===== src/rtl/mmio_uart_tx_pkg.sv =====
// Shared register map, STATUS/CTRL bit positions and TX FSM encoding for mmio_uart_tx.
// Pure declarations with no logic, so there is no latency or backpressure.
package mmio_uart_tx_pkg;

    localparam logic [1:0] OFF_TXDATA = 2'd0;
    localparam logic [1:0] OFF_STATUS = 2'd1;
    localparam logic [1:0] OFF_CTRL   = 2'd2;

    localparam int ST_FULL   = 0;
    localparam int ST_EMPTY  = 1;
    localparam int ST_BUSY   = 2;
    localparam int ST_OVF    = 3;
    localparam int CTRL_TXEN = 0;
    localparam int CTRL_IRQ  = 1;

    typedef enum logic [2:0] {
        S_IDLE   = 3'd0,
        S_START  = 3'd1,
        S_DATA   = 3'd2,
        S_PARITY = 3'd3,
        S_STOP   = 3'd4
    } tx_state_e;

    // The STATUS count field is 4 bits wide, so deeper FIFOs report 15.
    function automatic logic [3:0] sat_cnt(input logic [31:0] c);
        return (c > 32'd15) ? 4'hF : c[3:0];
    endfunction

endpackage


===== src/rtl/mmio_uart_tx_if.sv =====
// Core data-memory port as seen by a memory-mapped peripheral.
// Reads are combinational; there is no stall path, so writes always complete.
interface mmio_uart_tx_if;
    logic        mem_ren;
    logic        mem_wen;
    logic [31:0] mem_addr;
    logic [31:0] mem_dout;
    logic        sel;
    logic [31:0] rd_data;

    modport master (output mem_ren, mem_wen, mem_addr, mem_dout, input sel, rd_data);
    modport slave  (input mem_ren, mem_wen, mem_addr, mem_dout, output sel, rd_data);
endinterface


===== src/rtl/mmio_uart_tx_fifo.sv =====
// Generic FIFO with a count register that separates full from empty.
// Head is visible combinationally; a push while full is accepted only alongside a pop.
module uart_tx_fifo #(
    parameter int WIDTH = 8,
    parameter int DEPTH = 8
) (
    input  logic                     clk,
    input  logic                     rst,
    input  logic                     push_i,
    input  logic                     pop_i,
    input  logic [WIDTH-1:0]         din_i,
    output logic [WIDTH-1:0]         dout_o,
    output logic                     full_o,
    output logic                     empty_o,
    output logic [$clog2(DEPTH):0]   count_o
);
    localparam int AW = $clog2(DEPTH);

    logic [WIDTH-1:0] mem_q [DEPTH];
    logic [AW-1:0]    wr_ptr_q, rd_ptr_q;
    logic [AW:0]      count_q;
    logic             push_ok, pop_ok;

    assign full_o  = (count_q == DEPTH[AW:0]);
    assign empty_o = (count_q == '0);
    assign push_ok = push_i & (~full_o | pop_i);
    assign pop_ok  = pop_i & ~empty_o;
    assign dout_o  = mem_q[rd_ptr_q];
    assign count_o = count_q;

    always_ff @(posedge clk or negedge rst) begin
        if (!rst) begin
            wr_ptr_q <= '0;
            rd_ptr_q <= '0;
            count_q  <= '0;
        end else begin
            if (push_ok) wr_ptr_q <= wr_ptr_q + 1'b1;
            if (pop_ok)  rd_ptr_q <= rd_ptr_q + 1'b1;
            count_q <= count_q + {{AW{1'b0}}, push_ok} - {{AW{1'b0}}, pop_ok};
        end
    end

    always_ff @(posedge clk) begin
        if (push_ok) mem_q[wr_ptr_q] <= din_i;
    end
endmodule


===== src/rtl/mmio_uart_tx.sv =====
// Memory-mapped UART transmitter, 8N1 LSB first; UART_PARITY_EN adds an even-parity bit.
// Reads are 0-cycle; the FSM leaves IDLE one edge after a TXDATA push.
// No stall to the core: a push to a full FIFO is dropped and flags overflow.
module mmio_uart_tx
    import mmio_uart_tx_pkg::*;
#(
    parameter logic [31:0] BASE_ADDR  = 32'hFFFF_FF00,
    parameter int          CLK_DIV    = 100,
    parameter int          FIFO_DEPTH = 8
) (
    input  logic          clk,
    input  logic          rst,
    mmio_uart_tx_if.slave bus,
    output logic          uart_txd,
    output logic          irq
);
    localparam int          CW     = $clog2(FIFO_DEPTH) + 1;
    localparam logic [15:0] DIV_M1 = 16'(CLK_DIV - 1);
`ifdef UART_PARITY_EN
    localparam logic PAR_FLAG = 1'b1;
`else
    localparam logic PAR_FLAG = 1'b0;
`endif

    tx_state_e      state_q, state_d;
    logic [15:0]    cnt_q, cnt_d;
    logic [2:0]     bit_q, bit_d;
    logic [7:0]     shreg_q, shreg_d;
    logic           par_q, par_d;
    logic           ovf_q, ovf_d;
    logic           tx_en_q, tx_en_d;
    logic           irq_en_q, irq_en_d;
    logic           irq_q;

    logic           wr_en, push, pop, can_start, baud_done, busy;
    logic [1:0]     off;
    logic [7:0]     fifo_dout;
    logic           fifo_full, fifo_empty;
    logic [CW-1:0]  fifo_cnt;
    logic [31:0]    status;
    logic           unused_bits;

    assign bus.sel     = (bus.mem_addr[31:4] == BASE_ADDR[31:4]);
    assign off         = bus.mem_addr[3:2];
    assign wr_en       = bus.sel & bus.mem_wen;
    assign push        = wr_en & (off == OFF_TXDATA);
    assign unused_bits = ^{bus.mem_dout[31:8], bus.mem_addr[1:0]};

    uart_tx_fifo #(.WIDTH(8), .DEPTH(FIFO_DEPTH)) u_fifo (
        .clk     (clk),
        .rst     (rst),
        .push_i  (push),
        .pop_i   (pop),
        .din_i   (bus.mem_dout[7:0]),
        .dout_o  (fifo_dout),
        .full_o  (fifo_full),
        .empty_o (fifo_empty),
        .count_o (fifo_cnt)
    );

    assign can_start = tx_en_q & ~fifo_empty;
    assign baud_done = (cnt_q == 16'd0);
    assign busy      = (state_q != S_IDLE) | ~fifo_empty;
    assign status    = {23'd0, PAR_FLAG, sat_cnt(32'(fifo_cnt)), ovf_q, busy, fifo_empty, fifo_full};

    always_comb begin
        ovf_d    = ovf_q;
        tx_en_d  = tx_en_q;
        irq_en_d = irq_en_q;
        if (wr_en && off == OFF_STATUS && bus.mem_dout[ST_OVF]) ovf_d = 1'b0;
        if (push && fifo_full && !pop) ovf_d = 1'b1;
        if (wr_en && off == OFF_CTRL) begin
            tx_en_d  = bus.mem_dout[CTRL_TXEN];
            irq_en_d = bus.mem_dout[CTRL_IRQ];
        end
    end

    always_comb begin
        bus.rd_data = 32'd0;
        if (bus.sel && bus.mem_ren) begin
            case (off)
                OFF_STATUS: bus.rd_data = status;
                OFF_CTRL:   bus.rd_data = {30'd0, irq_en_q, tx_en_q};
                default:    bus.rd_data = 32'd0;
            endcase
        end
    end

    // STOP chains straight into the next START so back-to-back frames have no gap.
    always_comb begin
        state_d = state_q;
        cnt_d   = cnt_q;
        bit_d   = bit_q;
        shreg_d = shreg_q;
        par_d   = par_q;
        pop     = 1'b0;
        if (state_q != S_IDLE) cnt_d = baud_done ? DIV_M1 : cnt_q - 16'd1;
        case (state_q)
            S_IDLE: if (can_start) begin
                pop     = 1'b1;
                shreg_d = fifo_dout;
                par_d   = ^fifo_dout;
                cnt_d   = DIV_M1;
                state_d = S_START;
            end
            S_START: if (baud_done) begin
                bit_d   = 3'd0;
                state_d = S_DATA;
            end
            S_DATA: if (baud_done) begin
                shreg_d = shreg_q >> 1;
                bit_d   = bit_q + 3'd1;
`ifdef UART_PARITY_EN
                if (bit_q == 3'd7) state_d = S_PARITY;
`else
                if (bit_q == 3'd7) state_d = S_STOP;
`endif
            end
            S_PARITY: if (baud_done) state_d = S_STOP;
            S_STOP: if (baud_done) begin
                if (can_start) begin
                    pop     = 1'b1;
                    shreg_d = fifo_dout;
                    par_d   = ^fifo_dout;
                    state_d = S_START;
                end else begin
                    state_d = S_IDLE;
                end
            end
            default: state_d = S_IDLE;
        endcase
    end

    always_comb begin
        uart_txd = 1'b1;
        case (state_q)
            S_START:  uart_txd = 1'b0;
            S_DATA:   uart_txd = shreg_q[0];
            S_PARITY: uart_txd = par_q;
            default:  uart_txd = 1'b1;
        endcase
    end

    assign irq = irq_q;

    always_ff @(posedge clk or negedge rst) begin
        if (!rst) begin
            state_q  <= S_IDLE;
            cnt_q    <= 16'd0;
            bit_q    <= 3'd0;
            shreg_q  <= 8'd0;
            par_q    <= 1'b0;
            ovf_q    <= 1'b0;
            tx_en_q  <= 1'b1;
            irq_en_q <= 1'b0;
            irq_q    <= 1'b0;
        end else begin
            state_q  <= state_d;
            cnt_q    <= cnt_d;
            bit_q    <= bit_d;
            shreg_q  <= shreg_d;
            par_q    <= par_d;
            ovf_q    <= ovf_d;
            tx_en_q  <= tx_en_d;
            irq_en_q <= irq_en_d;
            irq_q    <= irq_en_q & fifo_empty & (state_q == S_IDLE);
        end
    end
endmodule


===== src/flat_wrapper.sv =====
// flat-port wrapper written by rule: the top's interface ports become plain ports
module mmio_uart_tx_flat import mmio_uart_tx_pkg::*;
#(
    parameter logic [31:0] BASE_ADDR  = 32'hFFFF_FF00,
    parameter int          CLK_DIV    = 100,
    parameter int          FIFO_DEPTH = 8
)
  (clk, rst, uart_txd, irq, bus_mem_ren, bus_mem_wen, bus_mem_addr, bus_mem_dout, bus_sel, bus_rd_data);
  mmio_uart_tx_if bus_i ();
  input  logic clk;
  input  logic rst;
  output logic uart_txd;
  output logic irq;
  input wire logic [$bits(bus_i.mem_ren)-1:0] bus_mem_ren;
  input wire logic [$bits(bus_i.mem_wen)-1:0] bus_mem_wen;
  input wire logic [$bits(bus_i.mem_addr)-1:0] bus_mem_addr;
  input wire logic [$bits(bus_i.mem_dout)-1:0] bus_mem_dout;
  output wire logic [$bits(bus_i.sel)-1:0] bus_sel;
  output wire logic [$bits(bus_i.rd_data)-1:0] bus_rd_data;
  assign bus_i.mem_ren = bus_mem_ren;
  assign bus_i.mem_wen = bus_mem_wen;
  assign bus_i.mem_addr = bus_mem_addr;
  assign bus_i.mem_dout = bus_mem_dout;
  assign bus_sel = bus_i.sel;
  assign bus_rd_data = bus_i.rd_data;
  mmio_uart_tx #(.BASE_ADDR(BASE_ADDR), .CLK_DIV(CLK_DIV), .FIFO_DEPTH(FIFO_DEPTH)) u_core (.clk(clk), .rst(rst), .bus(bus_i), .uart_txd(uart_txd), .irq(irq));
endmodule

===== config.mk =====
export PLATFORM = sky130hd
export DESIGN_NAME = mmio_uart_tx_flat
export DESIGN_NICKNAME = d
export VERILOG_FILES = /design/src/rtl/mmio_uart_tx_pkg.sv /design/src/rtl/mmio_uart_tx_if.sv /design/src/rtl/mmio_uart_tx_fifo.sv /design/src/rtl/mmio_uart_tx.sv /design/src/flat_wrapper.sv
export SDC_FILE = /design/constraint.sdc
export NUM_CORES = 1
export LEC_CHECK = 0
export ABC_AREA = 1
export CAP_MARGIN = 20
export CORE_ASPECT_RATIO = 0.5
export CORE_UTILIZATION = 38
export CTS_CLUSTER_SIZE = 16
export DETAILED_ROUTE_END_ITERATION = 10
export PLACE_DENSITY = 0.65
export SYNTH_ARGS = -nofsm -noshare
export SYNTH_HDL_FRONTEND = slang
export SYNTH_SLANG_ARGS = --single-unit

===== constraint.sdc =====
create_clock -name clk -period 4.1 [get_ports clk]
set_input_delay 0.41 -clock clk [delete_from_list [all_inputs] [get_ports clk]]
set_output_delay 0.41 -clock clk [all_outputs]
set_load 0.01 [all_outputs]

### Yosys cells after proc, flatten, opt, wreduce, memory -nomap -nowiden

Memory sizes are Yosys's and may differ from the RTL's.
Cells that the tools add are included.

| storage, ports and cells | value |
|---|---|
| bits in writable memories | 64 |
| bits of input ports | 68 |
| register bits | 45 |
| memories kept | 1 |
| output and inout bits | 35 |
| logic and storage cells | 98 |

| cells by class | value |
|---|---|
| reductions and logical operators | 21 |
| multiplexer cells | 32 |
| bitwise operators | 11 |
| $add $sub $neg | 6 |
| equality and inequality tests | 15 |

Memories:

| memory | words | bits a word | rd ports | clocked after Yosys merged registers in | wr ports | RTL line | source |
|---|---|---|---|---|---|---|---|
| u_core.u_fifo.mem_q | 8 | 8 | 1 | 0 | 1 | mmio_uart_tx_fifo.sv:19 | `logic [WIDTH-1:0] mem_q [DEPTH];` |

Operators with widths:

| kind | number |
|---|---|
| $mux 16 | 4 |
| $mux 32 | 1 |
| $eq 28x28->1 const B | 1 |
| $mux 3 | 8 |
| $mux 8 | 3 |
| $pmux 8 s3 | 1 |
| $logic_not 16->1 | 1 |
| $pmux 8 s2 | 1 |
| $sub 16x1->16 const B | 1 |
| $pmux 3 s5 | 1 |
| $ne 2x1->1 const B | 6 |
| $add 3x1->3 const B | 3 |
| $mux 1 | 9 |
| $reduce_xor 8->1 | 1 |
| $and 1x1->1 | 7 |
| $eq 3x2->1 const B | 2 |
| $eq 3x3->1 const B | 2 |
| $logic_and 1x1->1 | 6 |
| $pmux 3 s2 | 1 |
| $reduce_and 3->1 | 2 |
| $reduce_and 6->1 | 1 |
| $reduce_bool 2->1 | 3 |
| $reduce_bool 3->1 | 2 |
| $add 4x1->4 | 1 |
| other kinds (14) | 17 |

### Longest topological paths before layout

| logic depth | value |
|---|---|
| depth after elaboration | 10 |
| gate-level depth with buffers | 17 |
| gate-level depth less buffers | 17 |

### Cells and area by module

A second synthesis with hierarchy kept.

| second synthesis, totals | value |
|---|---|
| cells, all modules | 713 |
| area, all modules | 6052.1 sq um |

By module, submodules not included:

| module | sequential area each (sq um) | cells each | area each (sq um) | instances |
|---|---|---|---|---|
| uart_tx_fifo | 2172.1 | 356 | 3493.4 | 1 |
| mmio_uart_tx | 877.1 | 357 | 2558.7 | 1 |

### Worst setup path before layout

Ideal clock, no wire load.

| timing path | value |
|---|---|
| path type | flip-flop to flip-flop |
| start | register u_core.cnt_q[0] |
| end | register u_core.u_fifo.count_q[2] (netlist: u_core.u_fifo.count_o[2]) |
| buffers on the path | 0 |
| stages on the path, launching flop included | 17 |
| period minus slack after synthesis | 2.642 ns |
| library setup time | 0.124 ns |
| slack | 1.458 ns |
| arrival | 2.518 ns |
| data required time | 3.976 ns |
| cell sequence | dfrtp_1 inv_1 ha_1 nand3_4 nor2_4 nand2_4 nor2_8 nand2_4 nand2_4 nand2_4 nand4_4 nand2_1 ha_1 inv_1 ha_1 fa_1 xor2_1 |

| on the way | value |
|---|---|
| word-level cells in the longest chain between the ends | 7 |
| elaborated cells on any way between the ends | 8 |
| those cells by class | add/sub (2); mux (2); bitwise (3); reduce/logical (1) |

Ends and longest elaborated chain:

| what | RTL line | source |
|---|---|---|
| from (decl) | mmio_uart_tx.sv:26 | `logic [15:0] cnt_q, cnt_d;` |
| from (signal assigned) | mmio_uart_tx.sv:159 | `cnt_q <= cnt_d;` |
| $logic_not 16->1 (*) | mmio_uart_tx.sv:62 | `assign baud_done = (cnt_q == 16'd0);` |
| $mux 1 (*) | mmio_uart_tx.sv:120 | `S_STOP: if (baud_done) begin` |
| $pmux 1 s2 (*) | mmio_uart_tx.sv:98 | `case (state_q)` |
| $or 1x1->1 | mmio_uart_tx_fifo.sv:26 | `assign push_ok = push_i & (~full_o \| pop_i);` |
| $and 1x1->1 | mmio_uart_tx_fifo.sv:26 |  |
| $add 4x1->4 | mmio_uart_tx_fifo.sv:39 | `count_q <= count_q + {{AW{1'b0}}, push_ok} - {{AW{1'b0}}, pop_ok};` |
| $sub 4x1->4 (*) | mmio_uart_tx_fifo.sv:39 |  |
| to (signal assigned) | mmio_uart_tx_fifo.sv:39 |  |
| to (decl) | mmio_uart_tx_fifo.sv:21 | `logic [AW:0] count_q;` |

Every way passes the cells marked *; elsewhere a longest branch is shown, timed or not.
A chain may end at the register's enable or synchronous reset.

### Final worst setup path

Ends and elaborated chain as after synthesis.

==> reports/results.txt <==
unrepaired setup endpoints after global routing - false
die area - 0.0162 mm²
DRC Markers - 0
via count - 4311
Post-CTS Setup Inserts - 0
Slew headroom - 39.3%
status - finished clean
Post-DP HPWL - 8340 µm
dpl cells - 923
Final Cycle Share - 73.4%
synthesized cell area - 0.00594 mm²
Worst Hold Class - in2async
DR WL/cell - 12.4 µm
Worst Setup Path Type - reg2reg
CTS clk-pin slew, worst paths - 70 ps
Placed Instance Area - 0.00654 mm²
CTS tree - done
gr ovfl total - 0
Yosys reg bits - 109
power density over the cells - 313 mW/mm²
number of synthesized flops with an enable pin - 64
CTS max path bufs - 2
Final Max Tran Viols - 0
crit path launch type - flop
Top cell by count, worst path - nand2_4
GRT Overall Usage - 15.6%
final core occ - 46.4%
Clock Skews - 9.00 ps
post-synth top area share - 32.3%
Least-Margin Pin Slew - 908 ps
n_diodes - 0
# nets final - 821
Initial Utilization - 40.0%
synth-to-layout area growth - 16.0%
Leak Pwr - 0.00326 µW
Clock Root Buffer - clkbuf_16
CP Cell Sequence - inv_1 -> ha_1 -> nand3_4 -> nor2_4 -> nand2_4 -> nor2_8 -> nand2_4 -> nand2_4 -> nand2_4 -> nand4_4 -> nand2_1 -> ha_1 -> inv_1 -> ha_1 -> fa_1 -> xor2_1
cell taking the most area after synthesis - edfxtp_1
Clk Latency, worst-skew pair - 350 ps
DRT Pass-1 Iters - 4
final worst path period need - 3010 ps
Ys Warns - 0
Top delay family on crit path - adder cells
cells after synthesis - 684
Chip Height - 90.4 µm
commonest non-fill, non-tap cell in the layout - nand2_1
Setup Viol. Count Final - 0
fmax - 332 MHz
CTS Buf Count - 9
ANT nets after route - 0
Post-Layout Cell Count - 941
post-CTS sizing - 0
drt via density - 4.58
CP max stage delay - 380 ps
Area contributors post-synth - edfxtp_1 (32%), dfrtp_1 (19%), nand2_1 (14%)
Hold Slack - 439 ps
row count - 31
worst IR drop on VDD - 0.000192 V
asr flop ratio synth - 41.3%
setup_tns - 0 ps
DR iter-0 viols - 216
H-tree depth - 3
Critical Path AT - 3250 ps
Crit. End Element - flop
WL final - 11700 µm
hold_buf cts - 0
Post-Syn Area per Cell - 8.69 µm²
most frequent cells in the layout - nand2_1 (224), inv_1 (84), edfxtp_1 (64)
routability cong. - 0.802
core footprint - 0.0149 mm²
max cap viols - 0
critical path fanouts, max - 13
post-synth cell types - 40
top-level I/O count - 103
Worst Path Buf+Inv - 2
Primary FF master, synth - edfxtp_1
Critical Path RT - 4340 ps
first-pass GRT wire length - 19800 µm
Port Buf Inserts - 52
Seq/Total Area, Yosys - 51.3%
clock sink total - 109
vias in the first global route - 4147
cell area after layout - 0.00689 mm²
initial antenna violation count - 0
Slowest cell on crit path - fa_1
largest net degree at the start of global routing - 46
die width - 179 µm
layout cells sized above 1 - 8.08%
final hold vios - 0
synthesized netlist by cell type, drive strengths merged (2+ instances only):
| cell | n |
|---|---|
| a21oi | 5 |
| o21ai | 37 |
| nand2 | 229 |
| nor4 | 2 |
| ha | 14 |
| o22ai | 6 |
| nand4 | 10 |
| edfxtp | 64 |
| inv | 96 |
| or2 | 2 |
| dfrtp | 44 |
| o31ai | 2 |
| buf | 39 |
| nand3 | 58 |
| clkbuf | 2 |
| xnor2 | 5 |
| xor2 | 12 |
| nor2 | 46 |
| nor3 | 5 |
path summary, 6_finish.rpt:
kind | startpoint | endpoint | slack [ps] | cells after the start
hold reg to reg | u_core.bit_q[1] | u_core.bit_q[1] | 490 | 2
max in group asynchronous | rst | u_core.tx_en_q | 3130 | 3
min in group clk | u_core.bit_q[1] | u_core.bit_q[1] | 490 | 2
setup reg to reg | u_core.cnt_q[0] | u_core.u_fifo.count_o[2] | 1090 | 16
hold / removal | rst | u_core.shreg_q[7] | 440 | 2
setup / recovery | u_core.cnt_q[0] | u_core.u_fifo.count_o[2] | 1090 | 16
metrics by stage:
stage	worst slack, ps	total power [µW]
finish	1090	2160
detailed placement	1040	1260
global placement	1080	1260
CTS	1070	2170
global route	884	2230
floorplan	1460	1220
cell type report:
type / instances / area, µm²
fill: 1392 / 7960
sequential: 109 / 3050
multi-input combinational: 461 / 2310
timing repair buffer: 61 / 598
inverter: 96 / 363
clock buffer: 11 / 264
tap: 198 / 248
clock inverter: 5 / 62.6
sequential cells by signal, indices dropped and copies added (netlist names):
register / cells
u_core.bit_q: 3
u_core.cnt_q: 16
u_core.irq: 1
u_core.irq_en_q: 1
u_core.ovf_q: 1
u_core.par_q: 1
u_core.shreg_q: 8
u_core.state_q: 3
u_core.tx_en_q: 1
u_core.u_fifo.count_o: 4
u_core.u_fifo.mem_q: 64
u_core.u_fifo.rd_ptr_q: 3
u_core.u_fifo.wr_ptr_q: 3
power breakdown:
| part | internal [µW] | total, µW | switching [µW] |
|---|---|---|---|
| logic | 38.6 | 75.4 | 36.8 |
| clock network | 532 | 918 | 385 |
| registers | 1160 | 1160 | 0.00363 |
kinds of logic after synthesis:
family | synth area share [%]
AND/OR/NAND/NOR | 26.6
buffers and inverters | 11.3
flip-flops | 51.3
AO/OA/AOI/OAI | 4.88
XOR/XNOR | 2.51
adder cells (fa/ha/maj) | 3.28
other | 0.0631
metal layers:
metal / up-vias / part of all wire, % / GRT usage (%)
met5: - / 0 / 0
met4: 0 / 0.92 / 3.53
met3: 9 / 4.1 / 3.62
met2: 93 / 46 / 25.1
met1: 1961 / 49 / 21.2
li1: 2248 / - / -
No activity file was read; power rests on OpenSTA's default activity.
